--- src/rtl/fetch_pc_sequencer_pkg.sv ---
// Shared definitions for the fetch PC sequencer: state encodings, widths and defaults.
package fetch_pc_sequencer_pkg;

  localparam int PC_W   = 16;
  localparam int INST_W = 32;

  localparam logic [PC_W-1:0] DEF_RESET_VECTOR = 16'h0000;
  localparam logic [PC_W-1:0] DEF_PC_STEP      = 16'd4;

  typedef enum logic [1:0] {
    S_RESET = 2'd0,
    S_REQ   = 2'd1,
    S_HOLD  = 2'd2
  } state_e;

  function automatic logic [PC_W-1:0] align_pc(input logic [PC_W-1:0] pc);
    return {pc[PC_W-1:2], 2'b00};
  endfunction

endpackage

--- src/rtl/fetch_pc_sequencer_pc_increment_adder.sv ---
// Combinational sequential-PC adder; wraps modulo 2^PC_W with no carry out.
module pc_increment_adder
  import fetch_pc_sequencer_pkg::*;
#(
  parameter logic [PC_W-1:0] PC_STEP = DEF_PC_STEP
) (
  input  logic [PC_W-1:0] pc_i,
  output logic [PC_W-1:0] pc_next_o
);

  assign pc_next_o = pc_i + PC_STEP;

endmodule

--- src/rtl/fetch_pc_sequencer.sv ---
// Instruction-fetch front end: PC, imem read handshake, valid/ready hand-off to decode.
// Define PC_DELAY_SLOT_EN for MIPS branch-delay-slot redirect semantics (default: flush).
module fetch_pc_sequencer
  import fetch_pc_sequencer_pkg::*;
#(
  parameter logic [PC_W-1:0] RESET_VECTOR = DEF_RESET_VECTOR,
  parameter logic [PC_W-1:0] PC_STEP      = DEF_PC_STEP
) (
  input  logic              clk,
  input  logic              clr,
  output logic              imem_req,
  output logic [PC_W-1:0]   imem_addr,
  input  logic              imem_ack,
  input  logic [INST_W-1:0] imem_rdata,
  output logic              inst_valid,
  input  logic              inst_ready,
  output logic [INST_W-1:0] inst_data,
  output logic [PC_W-1:0]   inst_pc,
  input  logic              redirect_valid,
  input  logic [PC_W-1:0]   redirect_target,
  output logic              err_misaligned
);

  state_e            state_q, state_d;
  logic [PC_W-1:0]   pc_q, pc_d, pc_inc;
  logic [PC_W-1:0]   inst_pc_q, inst_pc_d;
  logic [INST_W-1:0] inst_data_q, inst_data_d;
  logic              req_q, req_d;
  logic              valid_q, valid_d;
  logic              err_q, err_d;
  logic [PC_W-1:0]   redir_pc;
  logic              redir_act;
  logic              fetch_done;
`ifdef PC_DELAY_SLOT_EN
  logic              pend_valid_q, pend_valid_d;
  logic [PC_W-1:0]   pend_pc_q, pend_pc_d;
`endif

  pc_increment_adder #(
    .PC_STEP(PC_STEP)
  ) u_pc_increment_adder (
    .pc_i      (pc_q),
    .pc_next_o (pc_inc)
  );

  assign redir_pc   = align_pc(redirect_target);
  assign redir_act  = redirect_valid && (state_q != S_RESET);
  assign fetch_done = (state_q == S_REQ) && imem_ack;

  always_comb begin
    state_d     = state_q;
    pc_d        = pc_q;
    inst_pc_d   = inst_pc_q;
    inst_data_d = inst_data_q;
    req_d       = req_q;
    valid_d     = valid_q;
    err_d       = err_q;
`ifdef PC_DELAY_SLOT_EN
    pend_valid_d = pend_valid_q;
    pend_pc_d    = pend_pc_q;
`endif

    case (state_q)
      S_RESET: begin
        state_d = S_REQ;
        req_d   = 1'b1;
      end
      S_REQ: begin
        if (imem_ack) begin
          inst_data_d = imem_rdata;
          inst_pc_d   = pc_q;
          valid_d     = 1'b1;
          pc_d        = pc_inc;
          req_d       = 1'b0;
          state_d     = S_HOLD;
        end
      end
      S_HOLD: begin
        if (inst_ready) begin
          valid_d = 1'b0;
          req_d   = 1'b1;
          state_d = S_REQ;
        end
      end
      default: begin
        state_d = S_RESET;
        req_d   = 1'b0;
        valid_d = 1'b0;
      end
    endcase

    if (redir_act) begin
      err_d = err_q | (redirect_target[1:0] != 2'b00);
    end

`ifdef PC_DELAY_SLOT_EN
    // The fetch completing now is the delay slot, so it takes the branch target;
    // a redirect arriving on that same ack is applied directly instead of queued.
    if (fetch_done) begin
      if (redirect_valid) begin
        pc_d = redir_pc;
      end else if (pend_valid_q) begin
        pc_d = pend_pc_q;
      end
      pend_valid_d = 1'b0;
    end else if (redir_act) begin
      pend_valid_d = 1'b1;
      pend_pc_d    = redir_pc;
    end
`else
    // Redirect overrides everything, including a same-cycle ack or ready.
    if (redir_act) begin
      pc_d    = redir_pc;
      valid_d = 1'b0;
      req_d   = 1'b1;
      state_d = S_REQ;
      if (fetch_done) begin
        inst_data_d = inst_data_q;
        inst_pc_d   = inst_pc_q;
      end
    end
`endif
  end

  always_ff @(posedge clk or posedge clr) begin
    if (clr) begin
      state_q     <= S_RESET;
      pc_q        <= RESET_VECTOR;
      inst_pc_q   <= '0;
      inst_data_q <= '0;
      req_q       <= 1'b0;
      valid_q     <= 1'b0;
      err_q       <= 1'b0;
`ifdef PC_DELAY_SLOT_EN
      pend_valid_q <= 1'b0;
      pend_pc_q    <= '0;
`endif
    end else begin
      state_q     <= state_d;
      pc_q        <= pc_d;
      inst_pc_q   <= inst_pc_d;
      inst_data_q <= inst_data_d;
      req_q       <= req_d;
      valid_q     <= valid_d;
      err_q       <= err_d;
`ifdef PC_DELAY_SLOT_EN
      pend_valid_q <= pend_valid_d;
      pend_pc_q    <= pend_pc_d;
`endif
    end
  end

  assign imem_req       = req_q;
  assign imem_addr      = pc_q;
  assign inst_valid     = valid_q;
  assign inst_data      = inst_data_q;
  assign inst_pc        = inst_pc_q;
  assign err_misaligned = err_q;

endmodule
--- config.mk ---
export PLATFORM = sky130hd
export DESIGN_NAME = fetch_pc_sequencer
export DESIGN_NICKNAME = d
export VERILOG_FILES = /design/src/rtl/fetch_pc_sequencer_pkg.sv /design/src/rtl/fetch_pc_sequencer_pc_increment_adder.sv /design/src/rtl/fetch_pc_sequencer.sv
export SDC_FILE = /design/constraint.sdc
export NUM_CORES = 1
export LEC_CHECK = 0
export ABC_AREA = 1
export BUFFER_PORTS_ARGS = -buffer_cell sky130_fd_sc_hd__buf_2
export CELL_PAD_IN_SITES_DETAIL_PLACEMENT = 1
export CELL_PAD_IN_SITES_GLOBAL_PLACEMENT = 1
export CORE_MARGIN = 2
export CORE_UTILIZATION = 35
export CTS_CLUSTER_DIAMETER = 120
export DETAILED_ROUTE_END_ITERATION = 7
export GPL_TIMING_DRIVEN = 1
export PLACE_DENSITY = 0.89
export SLEW_MARGIN = 20
export SYNTH_ARGS = -nofsm -noshare
export SYNTH_HDL_FRONTEND = slang
export SYNTH_SLANG_ARGS = --single-unit
--- constraint.sdc ---
create_clock -name clk -period 4.8 [get_ports clk]
set_clock_uncertainty 0.1 [all_clocks]
set_input_delay 0.72 -clock clk [delete_from_list [all_inputs] [get_ports clk]]
set_output_delay 0.72 -clock clk [all_outputs]
set_load 0.01 [all_outputs]
Word-level counts from Yosys, hierarchy flattened
Index checks and enable logic that the tools add are counted.
{ "totals": {"register_bits": 69, "output_inout_bits": 67, "wordCells": 48, "input_bits": 53} }
{ "classes": {"eq_ne": 6, "mux": 23, "addsub": 1, "n_reduce_logical": 10, "n_bitwise": 1} }
{ "ops": {"columns": ["cell", "n"], "rows": [
  ["2-to-1 mux 32 bit", 4],
  ["2-to-1 mux 16 bit", 7],
  ["adder 16 x 3 -> 16 bit, second input constant", 1],
  ["nonzero test 2 bit", 4],
  ["2-to-1 mux 1 bit", 6],
  ["2-to-1 mux 2 bit", 3],
  ["!= test 3 bit, second input constant", 2],
  ["one-hot mux 1 bit (3 select lines)", 2],
  ["one-hot mux 2 bit (3 select lines)", 1],
  ["!= test 2 bit, second input constant", 2],
  ["AND reduction 2 bit", 2],
  ["AND reduction 3 bit", 1],
  ["equality test 2 x 1 -> 1 bit, second input constant", 1],
  ["equality test 2 bit, second input constant", 1],
  ["logical AND 1 bit", 2],
  ["zero test 2 bit", 1],
  ["bitwise OR 1 bit", 1]
]} }

Longest topological paths before layout
{ "logic_depth": {"ltp_word": 4, "ltp_mapped": 8, "ltp_nobuf": 8} }

Cells and area by module
A second synthesis with hierarchy kept.
{ "unflattened": {"cells_unflattened": 422, "hier_area_um2": 3294.4} }
{ "modules_own_cells": {"columns": ["module", "n_inst", "seq_area_each_um2", "area_each_um2", "cells_per_inst"], "rows": [
  ["fetch_pc_sequencer", 1, 1701.6, 2965.3, 359],
  ["pc_increment_adder", 1, 0.0, 329.1, 63]
]} }

Worst setup path before layout
Ideal clock, no wire load.
{ "synth_path": {"kind": "input to register", "startpoint": "input redirect_valid", "endpoint": "register pc_q[2] (netlist: imem_addr[2])", "setup_ns": 0.127, "required_ns": 4.573, "path_slack_ns": 3.244, "n_path_buf": 1, "arrival_time_ns": 1.329, "cell_stages": 6, "path_cell_list": "inv_1 -> nor2_4 -> inv_2 -> buf_6 -> o211ai_1 -> o21ai_1"} }
{ "synth_via": {"elab_chain_cells": 3, "elab_cells_between_ends": 5, "classes_between": "mux (1); reduce/logical (4)"} }
{ "synth_rtl": {"columns": ["item", "line", "rtl"], "rows": [
  ["start, declared", "fetch_pc_sequencer.sv:19", "input logic redirect_valid,"],
  ["logical AND 1 bit (*)", "fetch_pc_sequencer.sv:47", "assign redir_act = redirect_valid && (state_q != S_RESET);"],
  ["nonzero test 2 bit (no line)", null, null],
  ["AND reduction 2 bit (no line)", null, null],
  ["end signal, assigned", "fetch_pc_sequencer.sv:140", "pc_q <= pc_d;"],
  ["end, declared", "fetch_pc_sequencer.sv:25", "logic [PC_W-1:0] pc_q, pc_d, pc_inc;"]
]} }
Mark *: on every way between the ends. The rest lies on a longest branch, timed or not.
A chain may end at the register's enable or synchronous reset.

Final worst setup path
{ "layout_path": {"startpoint": "register state_q[1]", "endpoint": "register inst_pc_q[10] (netlist: inst_pc[10])"} }
{ "layout_via": {"elab_chain_cells": 4, "elab_cells_between_ends": 8, "classes_between": "eq/ne (2); mux (3); reduce/logical (3)"} }
{ "layout_rtl": {"columns": ["item", "line", "rtl"], "rows": [
  ["start, declared", "fetch_pc_sequencer.sv:24", "state_e state_q, state_d;"],
  ["start signal, assigned", "fetch_pc_sequencer.sv:139", "state_q <= state_d;"],
  ["equality test 2 x 1 -> 1 bit", "fetch_pc_sequencer.sv:48, fetch_pc_sequencer.sv:63", null],
  ["2-to-1 mux 16 bit", "fetch_pc_sequencer.sv:63", "case (state_q)"],
  ["2-to-1 mux 16 bit", "fetch_pc_sequencer.sv:117", "if (fetch_done) begin"],
  ["2-to-1 mux 16 bit", "fetch_pc_sequencer.sv:112", "if (redir_act) begin"],
  ["end signal, assigned", "fetch_pc_sequencer.sv:141", "inst_pc_q <= inst_pc_d;"],
  ["end, declared", "fetch_pc_sequencer.sv:26", "logic [PC_W-1:0] inst_pc_q, inst_pc_d;"]
]} }
Several ways; a longest one is shown, not always the timed one. The select of a mux whose other input is x is not followed.

==> impl_table.tex <==
\begin{tabular}{lr}
\hline
Metric & Value \\
\hline
\multicolumn{2}{l}{\textbf{Synthesis}} \\
\quad Register bit count reported by yosys & 64 \\
\quad Synth unique cells & 24 \\
\quad Synthesized netlist cell count & 360 \\
\quad Netlist area before placement & 2910 µm² \\
\quad Proportion of synthesized chip area in sequential cells & 55.0\% \\
\quad Mapped Avg Cell Area & 8.08 µm² \\
\quad Synthesis warning total & 0 \\
\multicolumn{2}{l}{\textbf{Cells and area}} \\
\quad Commonest non-fill, non-tap cell in the layout & sky130\_fd\_sc\_hd\_\_nand2\_1 \\
\quad Number of standard cells in the layout, taps in and fillers out & 582 \\
\quad Number of nets in the layout & 527 \\
\quad Inserted Diodes & 0 \\
\quad Fraction of final layout cells sized beyond drive strength 1 & 29.4\% \\
\quad Filler cells & 1057 \\
\quad Area Growth Syn to Fin & 26.8\% \\
\quad Leading cell types in the layout, fill and taps excluded & sky130\_fd\_sc\_hd\_\_nand2\_1, sky130\_fd\_sc\_hd\_\_buf\_2, sky130\_fd\_sc\_hd\_\_dfrtp\_1 \\
\multicolumn{2}{l}{\textbf{Global route}} \\
\quad Highest-utilization routing layer at the global route stage & met2 \\
\quad Via count of the first global-routing pass & 2800 \\
\quad Pin count of the biggest net entering global routing & 61 \\
\quad Met3 routing resource usage after global routing & 4.90\% \\
\quad GRT Total Usage & 18.7\% \\
\quad GR met1 Demand/Resource & 23.4\% \\
\quad Remaining global-route overflow & 0 \\
\quad GR Util met2 & 31.5\% \\
\quad Wire length of the first global-routing pass & 13.2 mm \\
\quad Initial antenna violation count & 0 \\
\multicolumn{2}{l}{\textbf{Clock tree}} \\
\quad Hold-fix buffer count after cts & 0 \\
\quad Sink Count & 64 \\
\quad CTS-repair resized insts & 0 \\
\quad Setup Buffers After CTS & 0 \\
\quad Bufs on Longest Clock Path & 2 \\
\quad Worst skew pair latency & 0.33 ns \\
\quad Total clock buffers created by CTS & 9 \\
\quad Clock Root Buffer & sky130\_fd\_sc\_hd\_\_clkbuf\_8 \\
\quad Clock tree from TritonCTS & built \\
\quad Maximum level of the CTS H-tree & 3 \\
\quad Reg clk slew, reported paths & 0.07 ns \\
\multicolumn{2}{l}{\textbf{Setup path}} \\
\quad Crit path capture type & flop \\
\quad Max Fanout on Critical Path & 60 \\
\quad Logic depth of the worst register-to-register path & 6 \\
\quad Endpoint of the lowest-slack register-to-register path & inst\_pc[10] \\
\quad Cells along the critical path & inv\_1, nand3\_4, nor2\_4, inv\_2, nand2\_1, o21ai\_1 \\
\quad Cell with the largest stage delay on the worst path & sky130\_fd\_sc\_hd\_\_nor2\_4 \\
\quad WP data arrival & 2.47 ns \\
\quad CP required & 4.89 ns \\
\quad CP Launch Type & flop \\
\quad Category of the critical setup timing path & flop to flop \\
\quad Slack of the worst reg-to-reg path & 2.42 ns \\
\quad Largest stage delay on the critical path & 0.58 ns \\
\quad Startpoint of the lowest-slack register-to-register path & state\_q[1] \\
\multicolumn{2}{l}{\textbf{Routing}} \\
\quad Wire length per cell & 13.8 µm \\
\quad Violation count after the first detailed-route iteration & 142 \\
\quad Via density & 4.74 \\
\quad Total detailed-routing wirelength & 8.03 mm \\
\quad Routed via count & 2760 \\
\quad Detailed Routing Iterations Pass 1 & 4 \\
\quad Number of nets with antenna violations after routing & 0 \\
\quad Final routed DRC violation total & 0 \\
\multicolumn{2}{l}{\textbf{Pwr}} \\
\quad Cell Pwr Density & 526 nW/µm² \\
\quad Peak VDD IR & 175 µV \\
\quad Leakage component of the power & 2.07 nW \\
\multicolumn{2}{l}{\textbf{Die}} \\
\quad Row count & 33 \\
\quad Die ar. & 9060 µm² \\
\quad DIE HEIGHT & 95.2 µm \\
\quad Number of top-level pins & 120 \\
\quad Core region area & 8130 µm² \\
\quad X dimension of the die & 95.2 µm \\
\quad Starting density of the core & 35.8\% \\
\multicolumn{2}{l}{\textbf{Timing}} \\
\quad Final count of negative-setup-slack endpoints & 0 \\
\quad Count of pins over their slew limit & 0 \\
\quad Relative slew slack & 39.1\% \\
\quad Ratio of final minimum period to clock period & 49.6\% \\
\quad RSZ-0062 raised after global routing & false \\
\quad Clock period minus worst slack & 2.38 ns \\
\quad Max Freq & 420 MHz \\
\quad Post-route setup TNS & 0 ns \\
\quad Worst slew pin tran & 0.913 ns \\
\quad Hold Violations, Final & 0 \\
\multicolumn{2}{l}{\textbf{Placement}} \\
\quad Placed cells & 567 \\
\quad Hpwl dp & 6.04 mm \\
\quad Routability congestion estimate from global placement & 0.819 \\
\quad Port Buffer Count & 115 \\
\multicolumn{2}{l}{\textbf{Run}} \\
\quad Max-capacitance violation count & 0 \\
\multicolumn{2}{l}{\textbf{Run status}} \\
\quad Outcome & finished clean \\
\multicolumn{2}{l}{\textbf{Min path}} \\
\quad Min-Delay Path Class & input port to async pin \\
\hline
\end{tabular}
-- routing by layer --
metal  up-vias  share of wire [%]
met5         -                  0
met4         0                1.2
met3        10                6.3
met2        78                 50
met1      1328                 42
li1       1344                  -
-- per-stage QoR --
step	hold WS (ns)	total power, mW	instance area [µm²]	util, %	setup WS [ns]
floorplan	0.409	1.25	2920	-	2.38
global placement	0.353	1.53	3530	43.4	2.13
detailed placement	0.357	1.57	3530	43.4	2.02
CTS	0.264	1.97	3690	45.4	2.35
global route	0.292	2.11	3690	45.4	2.12
finish	0.265	1.94	3690	45.4	2.42
-- registers in the layout, indices dropped and copies added, names as in the netlist --
signal and count:
err_misaligned 1, imem_addr 14, inst_data 32, inst_pc 14, inst_valid 1, state_q 2
-- worst max-delay path, delay by kind of cell, from the launching register on --
kind	cells	cell delay, ns
simple gates	3	0.93
buf+inv	2	0.68
flops	1	0.41
compound gates	1	0.09
-- power breakdown --
| part | leakage, nW | internal [mW] | switching [mW] | total, mW |
|---|---|---|---|---|
| clock network | 0.0769 | 0.181 | 0.212 | 0.394 |
| registers | 0.779 | 0.719 | 0.140 | 0.859 |
| logic | 1.22 | 0.264 | 0.425 | 0.689 |
| total | 2.07 | 1.16 | 0.778 | 1.94 |
-- synth_stat cells --
master	number	share of area [%]
sky130_fd_sc_hd__dfrtp_1	64	55
sky130_fd_sc_hd__o21bai_1	2	0.52
sky130_fd_sc_hd__nand3b_1	1	0.26
sky130_fd_sc_hd__nand3_4	1	0.60
sky130_fd_sc_hd__nor2_1	25	3.2
sky130_fd_sc_hd__nand3_1	12	2.1
sky130_fd_sc_hd__nand2_1	159	21
sky130_fd_sc_hd__buf_2	10	1.7
sky130_fd_sc_hd__o22ai_1	2	0.43
sky130_fd_sc_hd__o21ai_0	8	1.4
sky130_fd_sc_hd__o21ai_1	15	2.6
sky130_fd_sc_hd__nor2_2	1	0.22
sky130_fd_sc_hd__inv_1	25	3.2
sky130_fd_sc_hd__nand4_1	4	0.86
sky130_fd_sc_hd__nor3_1	1	0.17
sky130_fd_sc_hd__buf_4	6	1.5
sky130_fd_sc_hd__buf_6	1	0.39
sky130_fd_sc_hd__a211oi_1	2	0.52
sky130_fd_sc_hd__ha_1	1	0.43
sky130_fd_sc_hd__a21oi_1	8	1.4
sky130_fd_sc_hd__inv_2	3	0.39
sky130_fd_sc_hd__o211ai_1	5	1.3
sky130_fd_sc_hd__nor2_4	3	1.2
sky130_fd_sc_hd__conb_1	1	0.13
-- final cells by class --
cell class,instances,area [µm²],share of cell area [%]
sequential,64,1600,43.4
clock buffer,9,124,3.36
multi-input combinational,254,1110,30.0
timing repair buffer,116,583,15.8
tap,105,131,3.56
inverter,28,105,2.85
clock inverter,6,37.5,1.02
-- logic make-up after synthesis --
logic type,synth area share [%]
AOI/OAI and AO/OA,8.08
and+or+nand+nor,29.1
DFF,55.0
adders and majority gates,0.430
buffers and inverters,7.27
other,0.129
-- how the worst max path moves through the flow --
| stage | from | endpoint | slack, ns | depth (start not counted) |
|---|---|---|---|---|
| floorplan | clr | err_misaligned | 2.38 | 1 |
| finish | state_q[1] | inst_pc[10] | 2.42 | 6 |
| CTS | state_q[1] | inst_pc[10] | 2.35 | 6 |
| global placement | imem_ack | inst_pc[13] | 2.13 | 6 |
| global route | state_q[1] | inst_pc[9] | 2.12 | 6 |
| detailed placement | imem_ack | inst_pc[10] | 2.02 | 6 |
Note: power is estimated with default switching activity, not from simulation.
